**src/rtl/inertial_pkg.sv**
```systemverilog
// Shared types and constants for the inertial sensor front-end sequencer:
// FSM state encoding, sensor register map, init command words and command helpers.
package inertial_pkg;

    typedef enum logic [3:0] {
        INIT_WAIT = 4'd0,
        WR0       = 4'd1,
        WR1       = 4'd2,
        WR2       = 4'd3,
        WR3       = 4'd4,
        IDLE      = 4'd5,
        RD_PL     = 4'd6,
        RD_PH     = 4'd7,
        RD_AL     = 4'd8,
        RD_AH     = 4'd9,
        PUBLISH   = 4'd10
    } state_t;

    localparam logic       CMD_RD = 1'b1;
    localparam logic       CMD_WR = 1'b0;

    localparam logic [6:0] PTCH_L = 7'h22;
    localparam logic [6:0] PTCH_H = 7'h23;
    localparam logic [6:0] AZ_L   = 7'h2C;
    localparam logic [6:0] AZ_H   = 7'h2D;

    localparam logic [15:0] INIT_CMD0 = {CMD_WR, 7'h0D, 8'h02};
    localparam logic [15:0] INIT_CMD1 = {CMD_WR, 7'h10, 8'h53};
    localparam logic [15:0] INIT_CMD2 = {CMD_WR, 7'h11, 8'h50};
    localparam logic [15:0] INIT_CMD3 = {CMD_WR, 7'h14, 8'h60};

    function automatic logic [15:0] rd_cmd(input logic [6:0] addr);
        return {CMD_RD, addr, 8'h00};
    endfunction

    function automatic logic [15:0] step_cmd(input state_t s);
        case (s)
            WR0:     return INIT_CMD0;
            WR1:     return INIT_CMD1;
            WR2:     return INIT_CMD2;
            WR3:     return INIT_CMD3;
            RD_PL:   return rd_cmd(PTCH_L);
            RD_PH:   return rd_cmd(PTCH_H);
            RD_AL:   return rd_cmd(AZ_L);
            RD_AH:   return rd_cmd(AZ_H);
            default: return 16'h0000;
        endcase
    endfunction

    function automatic state_t next_step(input state_t s);
        case (s)
            WR0:     return WR1;
            WR1:     return WR2;
            WR2:     return WR3;
            WR3:     return IDLE;
            RD_PL:   return RD_PH;
            RD_PH:   return RD_AL;
            RD_AL:   return RD_AH;
            RD_AH:   return PUBLISH;
            default: return INIT_WAIT;
        endcase
    endfunction

endpackage

```
**src/rtl/int_sync.sv**
```systemverilog
// Two-flop synchronizer bringing the asynchronous sensor interrupt into clk.
module int_sync (
    input  logic clk,
    input  logic rst,
    input  logic d,
    output logic q
);

    logic meta;

    // Metastability filter: two back-to-back flops.
    always_ff @(posedge clk) begin
        if (rst) begin
            meta <= 1'b0;
            q    <= 1'b0;
        end else begin
            meta <= d;
            q    <= meta;
        end
    end

endmodule

```
**src/rtl/inertial_reader.sv**
```systemverilog
// Inertial sensor sequencer: SPI init writes, then pitch-rate/Z-accel reads per interrupt.
// Optional SPI done-timeout with sticky err is enabled by defining INERT_TIMEOUT_EN.
module inertial_reader
    import inertial_pkg::*;
#(
    parameter int INIT_WAIT_W = 16,
    parameter int TMO_CYC     = 255
) (
    input  logic        clk,
    input  logic        rst,
    input  logic        INT,
    input  logic        done,
    input  logic [15:0] rd_data,
    output logic        wrt,
    output logic [15:0] cmd,
    output logic        vld,
    output logic [15:0] ptch_rt,
    output logic [15:0] AZ,
    output logic        err
);

    state_t                 state_r, state_nxt;
    logic [INIT_WAIT_W-1:0] wait_cnt_r;
    logic                   pend_r, pend_nxt;
    logic                   wrt_r, wrt_nxt;
    logic [15:0]            cmd_r, cmd_nxt;
    logic [7:0]             pl_r, ph_r, al_r;
    logic [15:0]            ptch_rt_r, az_r;
    logic                   vld_r;
    logic                   int_s;
    logic                   pub_s;
    logic                   tmo_hit_s;
    logic                   is_init_s;
    logic                   unused_s;

    int_sync u_int_sync (
        .clk (clk),
        .rst (rst),
        .d   (INT),
        .q   (int_s)
    );

    assign is_init_s = (state_r == WR0) || (state_r == WR1) ||
                       (state_r == WR2) || (state_r == WR3);
    assign unused_s  = (^rd_data[15:8]) ^ (TMO_CYC > 0);

    // Next-state logic; pend_r separates the wrt cycle from the wait-for-done phase.
    always_comb begin
        state_nxt = state_r;
        pend_nxt  = pend_r;
        wrt_nxt   = 1'b0;
        cmd_nxt   = cmd_r;
        pub_s     = 1'b0;
        case (state_r)
            INIT_WAIT: begin
                if (&wait_cnt_r) state_nxt = WR0;
                else             state_nxt = INIT_WAIT;
            end
            IDLE: begin
                if (int_s) state_nxt = RD_PL;
                else       state_nxt = IDLE;
            end
            PUBLISH: state_nxt = IDLE;
            WR0, WR1, WR2, WR3, RD_PL, RD_PH, RD_AL, RD_AH: begin
                if (!pend_r) begin
                    wrt_nxt  = 1'b1;
                    pend_nxt = 1'b1;
                    cmd_nxt  = step_cmd(state_r);
                end else if (done) begin
                    pend_nxt  = 1'b0;
                    state_nxt = next_step(state_r);
                    pub_s     = (state_r == RD_AH);
                end else if (tmo_hit_s) begin
                    pend_nxt  = 1'b0;
                    state_nxt = is_init_s ? WR0 : IDLE;
                end else begin
                    state_nxt = state_r;
                end
            end
            default: begin
                state_nxt = INIT_WAIT;
                pend_nxt  = 1'b0;
            end
        endcase
    end

    // State, command and sample registers; outputs only change together on publish.
    always_ff @(posedge clk) begin
        if (rst) begin
            state_r    <= INIT_WAIT;
            wait_cnt_r <= {INIT_WAIT_W{1'b0}};
            pend_r     <= 1'b0;
            wrt_r      <= 1'b0;
            cmd_r      <= 16'h0000;
            pl_r       <= 8'h00;
            ph_r       <= 8'h00;
            al_r       <= 8'h00;
            ptch_rt_r  <= 16'h0000;
            az_r       <= 16'h0000;
            vld_r      <= 1'b0;
        end else begin
            state_r <= state_nxt;
            pend_r  <= pend_nxt;
            wrt_r   <= wrt_nxt;
            cmd_r   <= cmd_nxt;
            vld_r   <= pub_s;
            if (state_r == INIT_WAIT)
                wait_cnt_r <= wait_cnt_r + {{(INIT_WAIT_W-1){1'b0}}, 1'b1};
            else
                wait_cnt_r <= {INIT_WAIT_W{1'b0}};
            if (pend_r && done) begin
                case (state_r)
                    RD_PL:   pl_r <= rd_data[7:0];
                    RD_PH:   ph_r <= rd_data[7:0];
                    RD_AL:   al_r <= rd_data[7:0];
                    default: pl_r <= pl_r;
                endcase
            end
            if (pub_s) begin
                ptch_rt_r <= {ph_r, pl_r};
                az_r      <= {rd_data[7:0], al_r};
            end
        end
    end

`ifdef INERT_TIMEOUT_EN
    localparam int TMO_W = $clog2(TMO_CYC + 1);
    logic [TMO_W-1:0] tmo_cnt_r;
    logic             err_r;

    // Counts cycles since the last wrt; expiry abandons the step and latches err.
    always_ff @(posedge clk) begin
        if (rst) begin
            tmo_cnt_r <= {TMO_W{1'b0}};
            err_r     <= 1'b0;
        end else begin
            if (!pend_r) tmo_cnt_r <= {TMO_W{1'b0}};
            else         tmo_cnt_r <= tmo_cnt_r + {{(TMO_W-1){1'b0}}, 1'b1};
            if (tmo_hit_s) err_r <= 1'b1;
            else           err_r <= err_r;
        end
    end

    assign tmo_hit_s = pend_r & ~done & (tmo_cnt_r == TMO_W'(TMO_CYC - 1));
    assign err       = err_r;
`else
    assign tmo_hit_s = 1'b0;
    assign err       = 1'b0;
`endif

    assign wrt     = wrt_r;
    assign cmd     = cmd_r;
    assign vld     = vld_r;
    assign ptch_rt = ptch_rt_r;
    assign AZ      = az_r;

endmodule

```
**config.mk**
```make
export PLATFORM = sky130hd
export DESIGN_NAME = inertial_reader
export DESIGN_NICKNAME = d
export VERILOG_FILES = /design/src/rtl/inertial_pkg.sv /design/src/rtl/int_sync.sv /design/src/rtl/inertial_reader.sv
export SDC_FILE = /design/constraint.sdc
export NUM_CORES = 1
export LEC_CHECK = 0
export ABC_CLOCK_PERIOD_IN_PS = 6700
export CORE_MARGIN = 2
export CORE_UTILIZATION = 48
export CTS_BUF_LIST = sky130_fd_sc_hd__clkbuf_4 sky130_fd_sc_hd__clkbuf_8
export DETAILED_ROUTE_END_ITERATION = 12
export DONT_BUFFER_PORTS = 1
export PLACE_DENSITY = 0.59
export SLEW_MARGIN = 25
export SYNTH_ARGS = -nofsm -noshare
export SYNTH_HDL_FRONTEND = slang
export SYNTH_SLANG_ARGS = --single-unit
export TNS_END_PERCENT = 1
```
**constraint.sdc**
```tcl
create_clock -name clk -period 6.7 [get_ports clk]
set_input_delay 0 -clock clk [delete_from_list [all_inputs] [get_ports clk]]
set_output_delay 0 -clock clk [all_outputs]
set_load 0.1 [all_outputs]
```
### Word-level counts from Yosys, hierarchy flattened

Memories as Yosys holds them, arrays and structs flattened. A register that Yosys moved wholly into a read port is not among the register bits.
Index checks and enable logic that the tools add are counted.

| word-level totals | value |
|---|---|
| flip-flop bits (word level) | 97 |
| memory bits (read-only) | 256 |
| input bits | 20 |
| memories | 2 |

Memories:

| name | depth | width | read ports | clocked after Yosys merged registers in | wr ports | RTL line | RTL |
|---|---|---|---|---|---|---|---|
| (name not given) | 16 | 12 | 1 | 1 | 0 | inertial_pkg.sv:37 | `case (s)` |
| (name not given) | 16 | 4 | 1 | 1 | 0 | inertial_pkg.sv:51 | `case (s)` |

| operators by class | value |
|---|---|
| add/subtract/negate cells | 1 |
| eq/ne operators | 12 |
| mux-type cells | 14 |
| bitwise logic cells | 3 |
| reduce and logical (&&, ||, !) cells | 12 |

Operators with widths:

| operator | number |
|---|---|
| adder 16 x 1 -> 16 bit (second input constant) | 1 |
| == test 4 x 3 -> 1 bit (second input constant) | 4 |
| 2-to-1 mux 4 bit | 4 |
| case mux 4 bit (4 select lines) | 1 |
| AND reduction 16 bit | 1 |
| == test 4 bit (second input constant) | 3 |
| AND reduction 2 bit | 5 |
| == test 4 x 2 -> 1 bit (second input constant) | 2 |
| OR reduction 8 bit | 1 |
| 2-to-1 mux 1 bit | 7 |
| == test 4 x 1 -> 1 bit (second input constant) | 1 |
| zero test 4 bit | 1 |
| inequality test 2 bit (second input constant) | 2 |
| OR reduction 2 bit | 2 |
| inverter 1 bit | 3 |
| OR reduction 3 bit | 1 |
| 2-to-1 mux 2 bit | 1 |
| case mux 1 bit (2 select lines) | 1 |
| logical AND 1 bit | 1 |

### Depth between registers and ports, before layout

| depth | value |
|---|---|
| word-level depth | 6 |
| gate-level depth with buffers | 12 |
| depth with buffers taken out | 10 |

### Hierarchy

From an unflattened synthesis, not the netlist that was laid out.

| unflattened totals | value |
|---|---|
| cells, all modules | 436 |
| area total of the unflattened synthesis | 3902.5 sq um |

Modules (own cells, without submodules):

| module | instances | cells an instance | area an instance (sq um) | seq. area each (sq um) |
|---|---|---|---|---|
| inertial_reader | 1 | 432 | 3849.9 | 1861.8 |
| int_sync | 1 | 4 | 52.6 | 40.0 |

### Least setup slack after synthesis

OpenSTA, ideal clock, no wires.

| timing | value |
|---|---|
| kind | flip-flop to flip-flop |
| start point | register state_r[1] |
| end point | register (tool-made name) |
| library setup time | 0.120 ns |
| data arrival time | 2.223 ns |
| required time | 6.580 ns |
| slack | 4.356 ns |
| stages on the path, launching flop included | 12 |
| buffers on the path | 1 |
| clock period less this slack | 2.344 ns |
| cells stage by stage | dfxtp_1 inv_1 ha_1 buf_6 a211oi_2 o22ai_1 a221o_1 o211a_1 inv_1 ha_1 mux2i_1 o2bb2ai_1 |

RTL lines:

| what | RTL line | RTL |
|---|---|---|
| from (decl) | inertial_reader.sv:22 | `state_t state_r, state_nxt;` |
| from (signal assigned) | inertial_reader.sv:102 | `state_r <= state_nxt;` |

==> impl_summary.log <==
INFO  metric route.vias.total = 2884
INFO  metric buffer_ports.inserted = 0
INFO  metric final-max-slew-violation-count = 0
INFO  metric cp_top_family = compound AO/OA/AOI/OAI gates
INFO  metric post_drt_wl_per_cell = 14.4 um
INFO  metric clkLatencyLatePin = 0.36 ns
INFO  metric dp_hpwl = 5.10 mm
INFO  metric status = finished clean
INFO  metric hold_class = in -> reg
INFO  metric timing.critical_path.slowest_cell_delay = 0.50 ns
INFO  metric hold-worst-slack = 0.0550 ns
INFO  metric grt_usage = 0.188
INFO  metric grt_antenna_before_repair = 0
INFO  metric floorplan.initialDensity = 0.500
INFO  metric hold_violations = 0
INFO  metric worstSetupPathType = reg -> reg
INFO  metric timing.hold.worst_path_depth = 3
INFO  metric rsz0062_at_grt = no
INFO  metric clk_transition_reported_paths = 0.09 ns
INFO  metric nets = 467
INFO  metric cts.sinks = 95
INFO  metric syn-instance-count = 443
INFO  metric final-setup-viol-count = 0
INFO  metric io_pins = 71
INFO  metric drtPass1Iterations = 4
INFO  metric rr_worst_depth = 10
INFO  metric cell_area_synth = 0.00388 mm2
INFO  metric drtAntennaViolNets = 0
INFO  metric grt_pass1_wl = 13.1 mm
INFO  metric clock_tree.buffer_depth = 2
INFO  metric antenna_cells_inserted = 0
INFO  metric remaining_drc_errors = 0
INFO  metric cp_max_fo = 9
INFO  metric final_global_route_overflow_total = 0
INFO  metric grt_max_degree = 79
INFO  metric cp_cell_sequence = inv_1, ha_1, a211oi_2, o22ai_1, a221o_1, o211a_1, inv_1, ha_1, mux2i_1, o2bb2ai_1
INFO  metric drive_above_1_share = 0.0631
INFO  metric static-leakage-power = 1.62 nW
INFO  metric floorplan.core_area = 0.00777 mm2
INFO  metric row_count = 32
INFO  metric yosys_warnings = 0
INFO  metric synth_async_sr_flop_share = 0
INFO  metric totalPowerFinal = 951 uW
INFO  metric transition_at_the_pin_with_the_smallest_max_transition_slack = 1.03 ns
INFO  metric chip_height = 94.0 um
INFO  metric die_w = 94.0 um
INFO  metric slew_headroom = 0.312
INFO  metric worst-path-buf-inv = 2
INFO  metric final_common_cell = sky130_fd_sc_hd__dfxtp_1
INFO  metric slowest_stage = sky130_fd_sc_hd__dfxtp_1
INFO  metric seq_area_frac_synth = 0.490
INFO  metric syn_area_per_cell = 8.77 um2
INFO  metric fin_crit_sh = 0.408
INFO  metric place.gp.congestion = 0.780
INFO  metric ys.flop_type = sky130_fd_sc_hd__dfxtp_1
INFO  metric clock_skew = 0.0162 ns
INFO  metric ctsHtreeMaxLevel = 3
INFO  metric tritoncts_clock_tree = built
INFO  metric drt_wl_total = 7.87 mm
INFO  metric period_minus_slack = 2.74 ns
INFO  metric cts.root.buffer_cell = sky130_fd_sc_hd__clkbuf_8
INFO  metric cp-start-kind = register
INFO  metric max_clock_freq = 365 MHz
INFO  metric worst_setup_path_end_kind = register
INFO  metric post_cts_resize_count = 0
INFO  metric critical_path_arrival = 2.97 ns
INFO  metric maxCapViolations = 0
INFO  metric grt_pass1_vias = 2621
INFO  metric tritoncts.num_buffers = 9
INFO  metric die_area = 0.00883 mm2
INFO  metric netlist-cell-type-count = 49
INFO  metric power.density_cell_area = 227 mW/mm2
INFO  metric mostFrequentLayoutCells = sky130_fd_sc_hd__dfxtp_1, sky130_fd_sc_hd__nand2_1, sky130_fd_sc_hd__nor2_1, sky130_fd_sc_hd__a21oi_1, sky130_fd_sc_hd__mux2i_1
INFO  metric critical_path_depth = 10
INFO  metric routed_via_density = 5.28
INFO  metric signed_area_change_from_the_synthesized_netlist_to_the_final_layout = 7.92%
INFO  metric detailedRoute.firstIterationViolations = 117
INFO  metric synth_edf_count = 0
INFO  metric final.setup.tns = 0 ns
INFO  metric max-vdd-ir-drop = 0.000112 V
INFO  metric worstPathRequired = 6.94 ns
INFO  metric ys_ff_latch = 95
==> through the flow <==
step,utilization,instances,area (um2),worst slack (ns)
5_1_grt,0.540,546,4190,3.73
6_report,0.540,546,4190,3.96
3_5_place_dp,0.497,517,3860,3.99
2_1_floorplan,-,447,3900,4.36
3_3_place_gp,0.497,517,3860,4.05
4_1_cts,0.540,546,4190,3.97
==> registers in the layout, indices dropped and copies added (netlist names), named ones only <==
name             count
state_r              4
al_r                 8
AZ                  16
vld                  1
wrt                  1
u_int_sync.q         1
u_int_sync.meta      1
ph_r                 8
cmd                 10
ptch_rt             16
wait_cnt_r          16
pend_r               1
pl_r                 8
==> path summary, 6_finish.rpt <==
check                             startpoint                       to  slack [ns]
setup / recovery     state_r[1]$_SDFFE_PP0N_                 register        3.96
setup reg to reg     state_r[1]$_SDFFE_PP0N_                 register        3.96
hold / removal                           rst                 register        0.06
hold reg to reg   u_int_sync.meta$_SDFF_PP0_  u_int_sync.q$_SDFF_PP0_        0.44
==> power by group <==
| group | internal, mW | switching, mW | total, mW | leakage, nW |
|---|---|---|---|---|
| Clock | 0.144 | 0.203 | 0.348 | 0.0884 |
| Combinational | 0.00843 | 0.0268 | 0.0352 | 0.769 |
| Sequential | 0.566 | 0.00176 | 0.568 | 0.767 |
| Total | 0.719 | 0.232 | 0.951 | 1.62 |
==> worst register-to-register path, stage by stage (launching register included) <==
cell and delay, ns:
sky130_fd_sc_hd__dfxtp_1 0.50, sky130_fd_sc_hd__inv_1 0.14, sky130_fd_sc_hd__ha_1 0.32, sky130_fd_sc_hd__a211oi_2 0.33, sky130_fd_sc_hd__o22ai_1 0.19, sky130_fd_sc_hd__a221o_1 0.41, sky130_fd_sc_hd__o211a_1 0.18, sky130_fd_sc_hd__inv_1 0.09
sky130_fd_sc_hd__ha_1 0.23, sky130_fd_sc_hd__mux2i_1 0.14, sky130_fd_sc_hd__o2bb2ai_1 0.09
==> synth_stat cells, drive strengths merged, types with 2 or more instances <==
master    n  area share
nor2     57       0.055
buf      17       0.030
nand2    81       0.078
nand2b    3      0.0048
ha        8       0.026
mux2i    29       0.075
a211o     3      0.0068
inv       8      0.0077
nor4      3      0.0048
or3       3      0.0048
nand3b    2      0.0039
o22ai     2      0.0032
xnor2     7       0.016
dfxtp    95        0.49
o211a     2      0.0052
clkbuf   16       0.015
nor2b     4      0.0064
a21oi    43       0.055
o21ai     5      0.0064
xor2      5       0.011
o2bb2ai   2      0.0045
nand3    12       0.018
a211oi    3      0.0071
nand4     4      0.0064
and3      3      0.0048
nor3      9       0.016
and2      2      0.0032
==> layout make-up <==
class                           count  area (um2)
Sequential cell                    95        1900
Clock buffer                       10         131
Clock inverter                      6        52.6
Inverter                            8        30.0
Multi-Input combinational cell    311        1790
Timing Repair Buffer               14         155
Tap cell                          102         128
Fill cell                         732        3570
==> repair_timing <==
action                                 CTS  global route
endpoints found under the hold margin   79             0
hold buffers                            13             0
setup buffers                            0             0
setup endpoints to repair                0             0
==> per-layer routing <==
metal | global-route usage | part of all wire
met4 | 0.0435 | 0.0085
met1 | 0.289 | 0.52
met3 | 0.0730 | 0.074
met5 | 0 | 0
met2 | 0.244 | 0.40
==> logic make-up (layout without fill, tap and decap cells) <==
logic type                 count (synthesis)  count (layout)  synth area share
xor gates and xnor gates                  12              12            0.0271
and+or+nand+nor                          187             187             0.215
muxes                                     30              30            0.0776
AOI/OAI and AO/OA                         69              69             0.110
buffers and inverters                     41              38            0.0535
DFF                                       95              95             0.490
adders and majority gates                  8               8            0.0258
other                                      1               5          0.000965
Note: power is estimated with default switching activity, not from simulation.
